--- src/rtl/config_idle_ctrl_if.sv ---
// ---------------------------------------------------------------------------
// config_idle_ctrl_if
// Signal bundle between the LTSSM / TX idle datapath side and the
// Configuration.Idle controller.
//   master : LTSSM side. It drives start, abort, back_pressure,
//            rx_idle_valid and rx_idle, and it observes the controller outputs.
//   slave  : the controller. It drives tx_idle_req, idl_clr, busy, l0_go and
//            timeout_go.
// ---------------------------------------------------------------------------
interface config_idle_ctrl_if;
    logic start;          // one-cycle pulse: enter Configuration.Idle
    logic abort;          // force return to OFF, highest priority
    logic back_pressure;  // TX cannot accept a symbol this cycle
    logic rx_idle_valid;  // received symbol valid this cycle
    logic rx_idle;        // received symbol is IDLE (qualified by valid)
    logic tx_idle_req;    // drive IDLE data on TX
    logic idl_clr;        // one-cycle clear pulse to idle-counting datapath
    logic busy;           // controller not in OFF
    logic l0_go;          // one-cycle pulse: exit to L0
    logic timeout_go;     // one-cycle pulse: exit to Detect

    modport master (
        output start, abort, back_pressure, rx_idle_valid, rx_idle,
        input  tx_idle_req, idl_clr, busy, l0_go, timeout_go
    );

    modport slave (
        input  start, abort, back_pressure, rx_idle_valid, rx_idle,
        output tx_idle_req, idl_clr, busy, l0_go, timeout_go
    );
endinterface

--- src/rtl/config_idle_ctrl.sv ---
// ---------------------------------------------------------------------------
// config_idle_ctrl
// Sequences the Configuration.Idle substate. On start the controller requests
// continuous IDLE transmission. It counts the IDLEs actually sent after the
// first received IDLE, and it counts consecutive received IDLEs. When both
// targets are reached it pulses l0_go. If the timeout budget runs out first it
// pulses timeout_go.
// Ports:
//   clk  - clock
//   rst  - asynchronous active-low reset
//   bus  - config_idle_ctrl_if.slave (start/abort/back_pressure/rx_idle_valid/
//          rx_idle in; tx_idle_req/idl_clr/busy/l0_go/timeout_go out)
// ---------------------------------------------------------------------------
module config_idle_ctrl #(
    parameter int TX_IDLE_REQ    = 16,
    parameter int RX_IDLE_REQ    = 8,
    parameter int TIMEOUT_CYCLES = 500000,
    parameter int TO_WIDTH       = 19
) (
    input  logic               clk,
    input  logic               rst,
    config_idle_ctrl_if.slave  bus
);

    localparam int TX_W = $clog2(TX_IDLE_REQ) + 1;
    localparam int RX_W = $clog2(RX_IDLE_REQ) + 1;

    localparam logic [TX_W-1:0]     TX_MAX  = TX_W'(TX_IDLE_REQ);
    localparam logic [RX_W-1:0]     RX_MAX  = RX_W'(RX_IDLE_REQ);
    localparam logic [TO_WIDTH-1:0] TO_LAST = TO_WIDTH'(TIMEOUT_CYCLES - 1);
    localparam logic [TX_W-1:0]     TX_ONE  = TX_W'(1);
    localparam logic [RX_W-1:0]     RX_ONE  = RX_W'(1);
    localparam logic [TO_WIDTH-1:0] TO_ONE  = TO_WIDTH'(1);

    typedef enum logic [1:0] {
        ST_OFF     = 2'd0,
        ST_ACTIVE  = 2'd1,
        ST_EXIT_L0 = 2'd2,
        ST_EXIT_TO = 2'd3
    } state_t;

    state_t              state_reg, state_next;
    logic [TX_W-1:0]     tx_cnt_reg, tx_cnt_next;
    logic [RX_W-1:0]     rx_cnt_reg, rx_cnt_next;
    logic [TO_WIDTH-1:0] to_cnt_reg, to_cnt_next;
    logic                rx_seen_reg, rx_seen_next;

    logic tx_idle_req_c;
    logic idl_clr_c;
    logic busy_c;
    logic l0_go_c;
    logic timeout_go_c;

    logic rx_good;
    assign rx_good = bus.rx_idle_valid && bus.rx_idle;

    // State register and counters
    always_ff @(posedge clk or negedge rst) begin
        if (!rst) begin
            state_reg   <= ST_OFF;
            tx_cnt_reg  <= '0;
            rx_cnt_reg  <= '0;
            to_cnt_reg  <= '0;
            rx_seen_reg <= 1'b0;
        end else begin
            state_reg   <= state_next;
            tx_cnt_reg  <= tx_cnt_next;
            rx_cnt_reg  <= rx_cnt_next;
            to_cnt_reg  <= to_cnt_next;
            rx_seen_reg <= rx_seen_next;
        end
    end

    // Next state and outputs
    always_comb begin
        state_next    = state_reg;
        tx_idle_req_c = 1'b0;
        idl_clr_c     = 1'b0;
        busy_c        = 1'b0;
        l0_go_c       = 1'b0;
        timeout_go_c  = 1'b0;

        case (state_reg)
            ST_OFF: begin
                if (bus.start && !bus.abort) begin
                    state_next = ST_ACTIVE;
                    idl_clr_c  = 1'b1;
                end
            end
            ST_ACTIVE: begin
                tx_idle_req_c = 1'b1;
                busy_c        = 1'b1;
                // Exit is judged on the registered counts. When the L0
                // criteria and the last timeout cycle coincide, L0 wins.
                if ((tx_cnt_reg == TX_MAX) && (rx_cnt_reg == RX_MAX)) begin
                    state_next = ST_EXIT_L0;
                end else if (to_cnt_reg == TO_LAST) begin
                    state_next = ST_EXIT_TO;
                end
            end
            ST_EXIT_L0: begin
                busy_c     = 1'b1;
                l0_go_c    = 1'b1;
                state_next = ST_OFF;
            end
            ST_EXIT_TO: begin
                busy_c       = 1'b1;
                timeout_go_c = 1'b1;
                state_next   = ST_OFF;
            end
            default: begin
                state_next = ST_OFF;
            end
        endcase

        if (bus.abort) begin
            state_next = ST_OFF;
        end
    end

    // Counter updates
    always_comb begin
        tx_cnt_next  = tx_cnt_reg;
        rx_cnt_next  = rx_cnt_reg;
        to_cnt_next  = to_cnt_reg;
        rx_seen_next = rx_seen_reg;

        if (bus.abort || (state_reg == ST_OFF)) begin
            tx_cnt_next  = '0;
            rx_cnt_next  = '0;
            to_cnt_next  = '0;
            rx_seen_next = 1'b0;
        end else if (state_reg == ST_ACTIVE) begin
            to_cnt_next = to_cnt_reg + TO_ONE;

            // Gated by the registered flag. The IDLE sent in the cycle of
            // the first received IDLE is therefore not counted.
            if (tx_idle_req_c && !bus.back_pressure && rx_seen_reg &&
                (tx_cnt_reg != TX_MAX)) begin
                tx_cnt_next = tx_cnt_reg + TX_ONE;
            end

            if (bus.rx_idle_valid) begin
                if (bus.rx_idle) begin
                    if (rx_cnt_reg != RX_MAX) begin
                        rx_cnt_next = rx_cnt_reg + RX_ONE;
                    end
                end else begin
                    rx_cnt_next = '0;
                end
            end

            if (rx_good) begin
                rx_seen_next = 1'b1;
            end
        end
    end

    // The state is OFF during reset. idl_clr is the only output that also
    // depends on an input, so it is qualified by rst to keep it low in reset.
    assign bus.tx_idle_req = tx_idle_req_c;
    assign bus.idl_clr     = idl_clr_c && rst;
    assign bus.busy        = busy_c;
    assign bus.l0_go       = l0_go_c;
    assign bus.timeout_go  = timeout_go_c;

endmodule

--- src/flat_wrapper.sv ---
// flat-port wrapper written by rule: the top's interface ports become plain ports
module config_idle_ctrl_flat 
#(
    parameter int TX_IDLE_REQ    = 16,
    parameter int RX_IDLE_REQ    = 8,
    parameter int TIMEOUT_CYCLES = 500000,
    parameter int TO_WIDTH       = 19
)
  (clk, rst, bus_start, bus_abort, bus_back_pressure, bus_rx_idle_valid, bus_rx_idle, bus_tx_idle_req, bus_idl_clr, bus_busy, bus_l0_go, bus_timeout_go);
  config_idle_ctrl_if bus_i ();
  input  logic clk;
  input  logic rst;
  input wire logic [$bits(bus_i.start)-1:0] bus_start;
  input wire logic [$bits(bus_i.abort)-1:0] bus_abort;
  input wire logic [$bits(bus_i.back_pressure)-1:0] bus_back_pressure;
  input wire logic [$bits(bus_i.rx_idle_valid)-1:0] bus_rx_idle_valid;
  input wire logic [$bits(bus_i.rx_idle)-1:0] bus_rx_idle;
  output wire logic [$bits(bus_i.tx_idle_req)-1:0] bus_tx_idle_req;
  output wire logic [$bits(bus_i.idl_clr)-1:0] bus_idl_clr;
  output wire logic [$bits(bus_i.busy)-1:0] bus_busy;
  output wire logic [$bits(bus_i.l0_go)-1:0] bus_l0_go;
  output wire logic [$bits(bus_i.timeout_go)-1:0] bus_timeout_go;
  assign bus_i.start = bus_start;
  assign bus_i.abort = bus_abort;
  assign bus_i.back_pressure = bus_back_pressure;
  assign bus_i.rx_idle_valid = bus_rx_idle_valid;
  assign bus_i.rx_idle = bus_rx_idle;
  assign bus_tx_idle_req = bus_i.tx_idle_req;
  assign bus_idl_clr = bus_i.idl_clr;
  assign bus_busy = bus_i.busy;
  assign bus_l0_go = bus_i.l0_go;
  assign bus_timeout_go = bus_i.timeout_go;
  config_idle_ctrl #(.TX_IDLE_REQ(TX_IDLE_REQ), .RX_IDLE_REQ(RX_IDLE_REQ), .TIMEOUT_CYCLES(TIMEOUT_CYCLES), .TO_WIDTH(TO_WIDTH)) u_core (.clk(clk), .rst(rst), .bus(bus_i));
endmodule
--- config.mk ---
export PLATFORM = sky130hd
export DESIGN_NAME = config_idle_ctrl_flat
export DESIGN_NICKNAME = d
export VERILOG_FILES = /design/src/rtl/config_idle_ctrl_if.sv /design/src/rtl/config_idle_ctrl.sv /design/src/flat_wrapper.sv
export SDC_FILE = /design/constraint.sdc
export NUM_CORES = 1
export LEC_CHECK = 0
export ABC_CLOCK_PERIOD_IN_PS = 1500
export CORE_MARGIN = 4
export CORE_UTILIZATION = 42
export DETAILED_ROUTE_END_ITERATION = 6
export PLACE_DENSITY = 0.68
export RECOVER_POWER = 25
export SLEW_MARGIN = 5
export SYNTH_ARGS = -nofsm -noshare
export SYNTH_HDL_FRONTEND = slang
export SYNTH_SLANG_ARGS = --single-unit
--- constraint.sdc ---
create_clock -name clk -period 1.5 [get_ports clk]
set_input_delay 0.3 -clock clk [delete_from_list [all_inputs] [get_ports clk]]
set_output_delay 0.3 -clock clk [all_outputs]
set_load 0.02 [all_outputs]
==> results of run 1 <==
final cells by class:
| class | count | area share |
|---|---|---|
| Multi-Input combinational cell | 149 | 0.4244 |
| Clock inverter | 3 | 0.005452 |
| Tap cell | 50 | 0.02272 |
| Clock buffer | 5 | 0.02499 |
| Inverter | 9 | 0.01227 |
| Sequential cell | 31 | 0.2817 |
| Timing Repair Buffer | 71 | 0.2285 |
layer usage:
metal / vias up / GRT usage / share of wire
li1: 885 / - / -
met1: 897 / 0.2519 / 0.43
met2: 65 / 0.2982 / 0.51
met3: 7 / 0.02736 / 0.045
met4: 0 / 0.09054 / 0.019
met5: - / 0 / 0
worst max-delay path, cell delays in order (launching register included):
cell,delay [ns]
dfrtp_1,0.39
buf_6,0.14
or3b_4,0.41
or4_1,0.55
nand2_1,0.07
report_power, final:
group / internal [mW] / switching (mW)
Clock: 0.317 / 0.313
Combinational: 0.103 / 0.102
Sequential: 0.841 / 0.00566
Total: 1.26 / 0.421
cells by family after synthesis:
group | synth area share
compound gates | 0.1860
simple gates | 0.2677
xor+xnor | 0.02402
mux | 0.005491
buf+inv | 0.05696
flops | 0.4255
fa+ha+maj | 0.03432
synth_stat cells, types with 2 or more instances:
| cell | instances | area share |
|---|---|---|
| dfrtp_1 | 31 | 0.43 |
| nand2_1 | 20 | 0.041 |
| o21ai_0 | 16 | 0.044 |
| a21oi_1 | 12 | 0.033 |
| nor2_1 | 12 | 0.025 |
| nand3_1 | 11 | 0.030 |
| inv_1 | 9 | 0.019 |
| nand4_1 | 8 | 0.027 |
| a31oi_1 | 6 | 0.021 |
| ha_1 | 5 | 0.034 |
| nor3_1 | 4 | 0.011 |
| xor2_1 | 4 | 0.019 |
| and4_4 | 3 | 0.019 |
| clkbuf_1 | 3 | 0.0062 |
| nand2b_1 | 3 | 0.010 |
| nor4_1 | 3 | 0.010 |
| o31ai_1 | 3 | 0.012 |
| or4_1 | 3 | 0.012 |
| a31o_2 | 2 | 0.0096 |
| and2_1 | 2 | 0.0069 |
| and4_1 | 2 | 0.0096 |
| buf_4 | 2 | 0.0082 |
| clkbuf_8 | 2 | 0.015 |
| nand3b_1 | 2 | 0.0082 |
| nor2b_1 | 2 | 0.0069 |
| nor3b_1 | 2 | 0.0082 |
| o211ai_1 | 2 | 0.0082 |
| o21a_1 | 2 | 0.0082 |
| o41ai_1 | 2 | 0.0096 |
| or3_1 | 2 | 0.0069 |
worst paths after layout:
check | end | start
max | u_core.to_cnt_reg[11] | u_core.state_reg[0]
min | u_core.to_cnt_reg[16] | u_core.to_cnt_reg[16]
max reg2reg | u_core.to_cnt_reg[11] | u_core.state_reg[0]
min reg2reg | u_core.to_cnt_reg[16] | u_core.to_cnt_reg[16]
max in group asynchronous | u_core.rx_seen_reg | rst
min in group asynchronous | u_core.to_cnt_reg[6] | rst
stage by stage:
stage	worst slack (ns)	power, mW	util	cells	cell area [um2]
6_report	-0.1207	1.682	0.6739	318	2754
5_1_grt	-0.1714	1.747	0.6739	318	2754
4_1_cts	-0.06253	1.656	0.6041	308	2469
3_5_place_dp	-0.5207	1.017	0.5582	293	2281
3_3_place_gp	-0.4787	1.015	0.5582	293	2281
2_1_floorplan	-0.01329	0.9280	-	198	1838
timing repair:
| action | in CTS | in global routing |
|---|---|---|
| cloned | 0 | 2 |
| setup endpoints to repair | 26 | 28 |
| buffers inserted | 7 | 8 |
| pin swaps | 8 | 16 |
| gates resized for setup | 36 | 47 |
==> flow_summary.yaml, run 1 <==
layout:
  register_area_um2: 775.7
  final_nets: 279
  fillCellCount: 288
  multi_input_area_um2: 1169
  final_common_cell: "buf_4"
  area_growth_pct: 51.06
  num_antenna_cells: 0
  drive_above_1_share: 0.4403
  largest_register_ffs: 19
  layout_common_cells: "buf_4, dfrtp_1, nand2_1"
timing:
  tightest_slew_ns: 0.7904
  finalMaxSlewViolations: 0
  layout_min_cycle_time_ns: 1.621
  relSlewSlack: 0.4731
  clock_skew_ns: 0.007004
  grt_setup_unrepaired: "true"
  timing.final.crit_share: 1.080
  hold_ws_ns: 0.5234
  fmax_mhz: 617.0
  setup_slack_ns: -0.1207
  finalHoldViolCount: 0
  setup_viol: 12
  totalNegativeSetupSlack_ns: -0.4456
logic_synthesis:
  synth_ff_type: "dfrtp_1"
  synth_area_per_cell_um2: 9.207
  ys.warnings.count: 0
  ys_async_sr_fraction: 1.000
  synth-seq-cells: 31
  ys_types: 48
  seq_area_frac_synth: 0.4255
  netlist_instances: 198
  synth_edf_count: 0
  synth.net_count: 210
  mappedNetlistArea_um2: 1823
min_path:
  min_path_type: "register to register"
  hold_depth: 1
drt:
  vias_per_cell: 5.830
  wirelength_mm: 5.401
  route.detailed.drc: 0
  drtIter0Drc: 178
  dr.pass1.iters: 4
  vias: 1854
  wl_per_cell_um: 16.98
  antenna_left: 0
floorplan:
  rows: 23
  dieWidth_um: 73.88
  floorplan.initialDensity: 0.4461
  die-area_um2: 5458
  ios: 12
  coreArea_um2: 4086
  dieHeight_um: 73.88
grt:
  grt_pass1_vias: 1761
  gr-total-overflow: 0
  grt_usage: 0.1886
  antenna_found_initial: 0
  grt_pass1_wl_mm: 8.052
  grt_max_degree: 32
setup_path:
  rrSetupSlack_ns: -0.12
  critPathArrivalTime_ns: 1.84
  critPathKind: "register to register"
  required_ns: 1.72
  reg2reg_depth: 4
  cp-end-kind: "register"
  cp_max_fo: 9
  start_kind: "register"
clocking:
  clockBufferDepth: 2
  clkLatencyLatePin_ns: 0.28
  clock-root-buffer: "clkbuf_8"
  htree_num_levels: 2
  cts_buffers: 5
  holdBufCountCts: 0
  clock-sinks: 31
  cts_tree: "done"
  path_clk_slew_ns: 0.07
pwr:
  power.leakage_nw: 1.186
  power_density_nw_per_um2: 610.7
  peakVddDrop_v: 0.0004714
placement:
  place_congestion: 0.8599
  dpl.hpwl_mm: 3.172
  io_buffers: 11
status:
  outcome: "finished with violations"
  violations: "negative setup slack"
job:
  cap_violations: 0
Note: power is estimated with default switching activity, not from simulation.
==> run 2: changes to the inputs <==
--- a/config.mk
+++ b/config.mk
@@ -11,6 +11,7 @@
 export DETAILED_ROUTE_END_ITERATION = 6
 export PLACE_DENSITY = 0.68
 export RECOVER_POWER = 25
+export SKIP_CTS_REPAIR_TIMING = 1
 export SLEW_MARGIN = 5
 export SYNTH_ARGS = -nofsm -noshare
 export SYNTH_HDL_FRONTEND = slang
==> run 2 against run 1 <==
Compared with the run above:
- the run still ends with negative setup slack left
- die area did not move
- clock skew fell by 0.0029 ns
- worst setup slack improved by 0.050 ns
- via count shrank 5.3%
- utilization decreased by 2.7 points
- sequential power is essentially flat
- combinational power shrank 11%
- count of clock-buffer cells in the layout unchanged
- power shrank 1.3%
- maximum frequency is 3.2% higher
- critical path depth stayed put
- cell count fell by 3.1%
- largest cell class unchanged
- highest routed layer unchanged
==> flow_summary.yaml, run 2 (synthesis gave the netlist of run 1 again) <==
clocking:
  clockBufferDepth: 2
  clock-sinks: 31
  cts_buffers: 5
  cts_tree: "done"
  clock-root-buffer: "clkbuf_8"
  clkLatencyLatePin_ns: 0.28
  htree_num_levels: 2
  path_clk_slew_ns: 0.07
setup_path:
  critPathKind: "register to register"
  critPathArrivalTime_ns: 1.80
  cp-end-kind: "register"
  start_kind: "register"
  crit_path_start: "u_core.state_reg[1]"
  cp_max_fo: 3
  required_ns: 1.73
  worstReg2RegStart: "u_core.state_reg[1]"
layout:
  final_nets: 269
  largest_register_ffs: 19
  fillCellCount: 312
  final_common_cell: "buf_4"
  drive_above_1_share: 0.4225
  num_antenna_cells: 0
  area_growth_pct: 45.02
  layout_common_cells: "buf_4, dfrtp_1, nand2_1"
pwr:
  power_mw: 1.660
  peakVddDrop_v: 0.0004519
  power.leakage_nw: 1.108
  power_density_nw_per_um2: 627.8
floorplan:
  die-area_um2: 5458
  ios: 12
  rows: 23
  coreArea_um2: 4086
  dieHeight_um: 73.88
  floorplan.initialDensity: 0.4461
  dieWidth_um: 73.88
timing:
  grt_setup_unrepaired: "true"
  setup_viol: 8
  relSlewSlack: 0.4887
  fmax_mhz: 636.5
  clock_skew_ns: 0.004121
  timing.final.crit_share: 1.047
  tightest_slew_ns: 0.7669
  layout_min_cycle_time_ns: 1.571
  setup_slack_ns: -0.07110
  hold_ws_ns: 0.4189
  finalHoldViolCount: 0
  finalMaxSlewViolations: 0
  totalNegativeSetupSlack_ns: -0.3161
grt:
  grt_pass1_vias: 1706
  antenna_found_initial: 0
  grt_usage: 0.1795
  gr-total-overflow: 0
  grt_pass1_wl_mm: 7.652
  grt_max_degree: 32
status:
  outcome: "finished with violations"
  violations: "negative setup slack"
drt:
  vias_per_cell: 5.698
  dr.pass1.iters: 4
  drtIter0Drc: 125
  antenna_left: 0
  vias: 1755
  wirelength_mm: 4.817
  route.detailed.drc: 0
  wl_per_cell_um: 15.64
placement:
  place_congestion: 0.8599
  dpl.hpwl_mm: 3.172
  pre_cts_ws_ns: -0.5207
  io_buffers: 11
min_path:
  hp-start: "bus_abort"
  min_path_type: "input port to register"
job:
  cap_violations: 0
[run 2: power by group]
| part | internal (mW) | switching [mW] | leakage [nW] | total (mW) |
|---|---|---|---|---|
| Clock | 0.317 | 0.314 | 0.0477 | 0.630 |
| Combinational | 0.0902 | 0.0917 | 0.632 | 0.182 |
| Sequential | 0.842 | 0.00625 | 0.428 | 0.848 |
[run 2: critical path, stage by stage (launching register included)]
cell	delay, ns
dfrtp_1	0.40
buf_6	0.14
or3b_4	0.40
or4_1	0.51
nand2_1	0.07
[run 2: through the flow]
step | util | instance area, um2 | cells
detailed placement | 0.5582 | 2281 | 293
global placement | 0.5582 | 2281 | 293
finish | 0.6470 | 2644 | 308
global route | 0.6470 | 2644 | 308
floorplan | - | 1838 | 198
CTS | 0.5787 | 2365 | 301
[run 2: area by class of cell]
type / count / area, um2 / share of cell area
Multi-Input combinational cell: 149 / 1150 / 0.4349
Sequential cell: 31 / 778.2 / 0.2944
Timing Repair Buffer: 61 / 535.5 / 0.2026
Clock buffer: 5 / 68.82 / 0.02603
Tap cell: 50 / 62.56 / 0.02366
Inverter: 9 / 33.78 / 0.01278
Clock inverter: 3 / 15.01 / 0.005679
[run 2: metal layers]
layer  wire (um)  vias to the layer above  global-route usage  share of wire
met1        2187                      856              0.2434           0.45
met4         130                        0              0.1026          0.027
met3         164                       10             0.02873          0.034
li1            -                      858                   -              -
met5           0                        -                   0              0
met2        2334                       31              0.2697           0.48
[run 2: final timing paths]
check                                   endpoint  cells after the start  slack, ns
max                        u_core.to_cnt_reg[11]                      4      -0.07
min                          u_core.state_reg[0]                      2       0.42
max reg2reg                u_core.to_cnt_reg[11]                      4      -0.07
min reg2reg                 u_core.to_cnt_reg[8]                      1       0.53
max in group asynchronous   u_core.to_cnt_reg[1]                      2       0.24
min in group asynchronous   u_core.to_cnt_reg[7]                      2       0.73
==> run 3: changes to the inputs <==
--- a/config.mk
+++ b/config.mk
@@ -6,6 +6,7 @@
 export NUM_CORES = 1
 export LEC_CHECK = 0
 export ABC_CLOCK_PERIOD_IN_PS = 1500
+export CAP_MARGIN = 5
 export CORE_MARGIN = 4
 export CORE_UTILIZATION = 42
 export DETAILED_ROUTE_END_ITERATION = 6
==> results of run 3 <==
No change in the layout: final DEF, timing and power equal those of run 2.
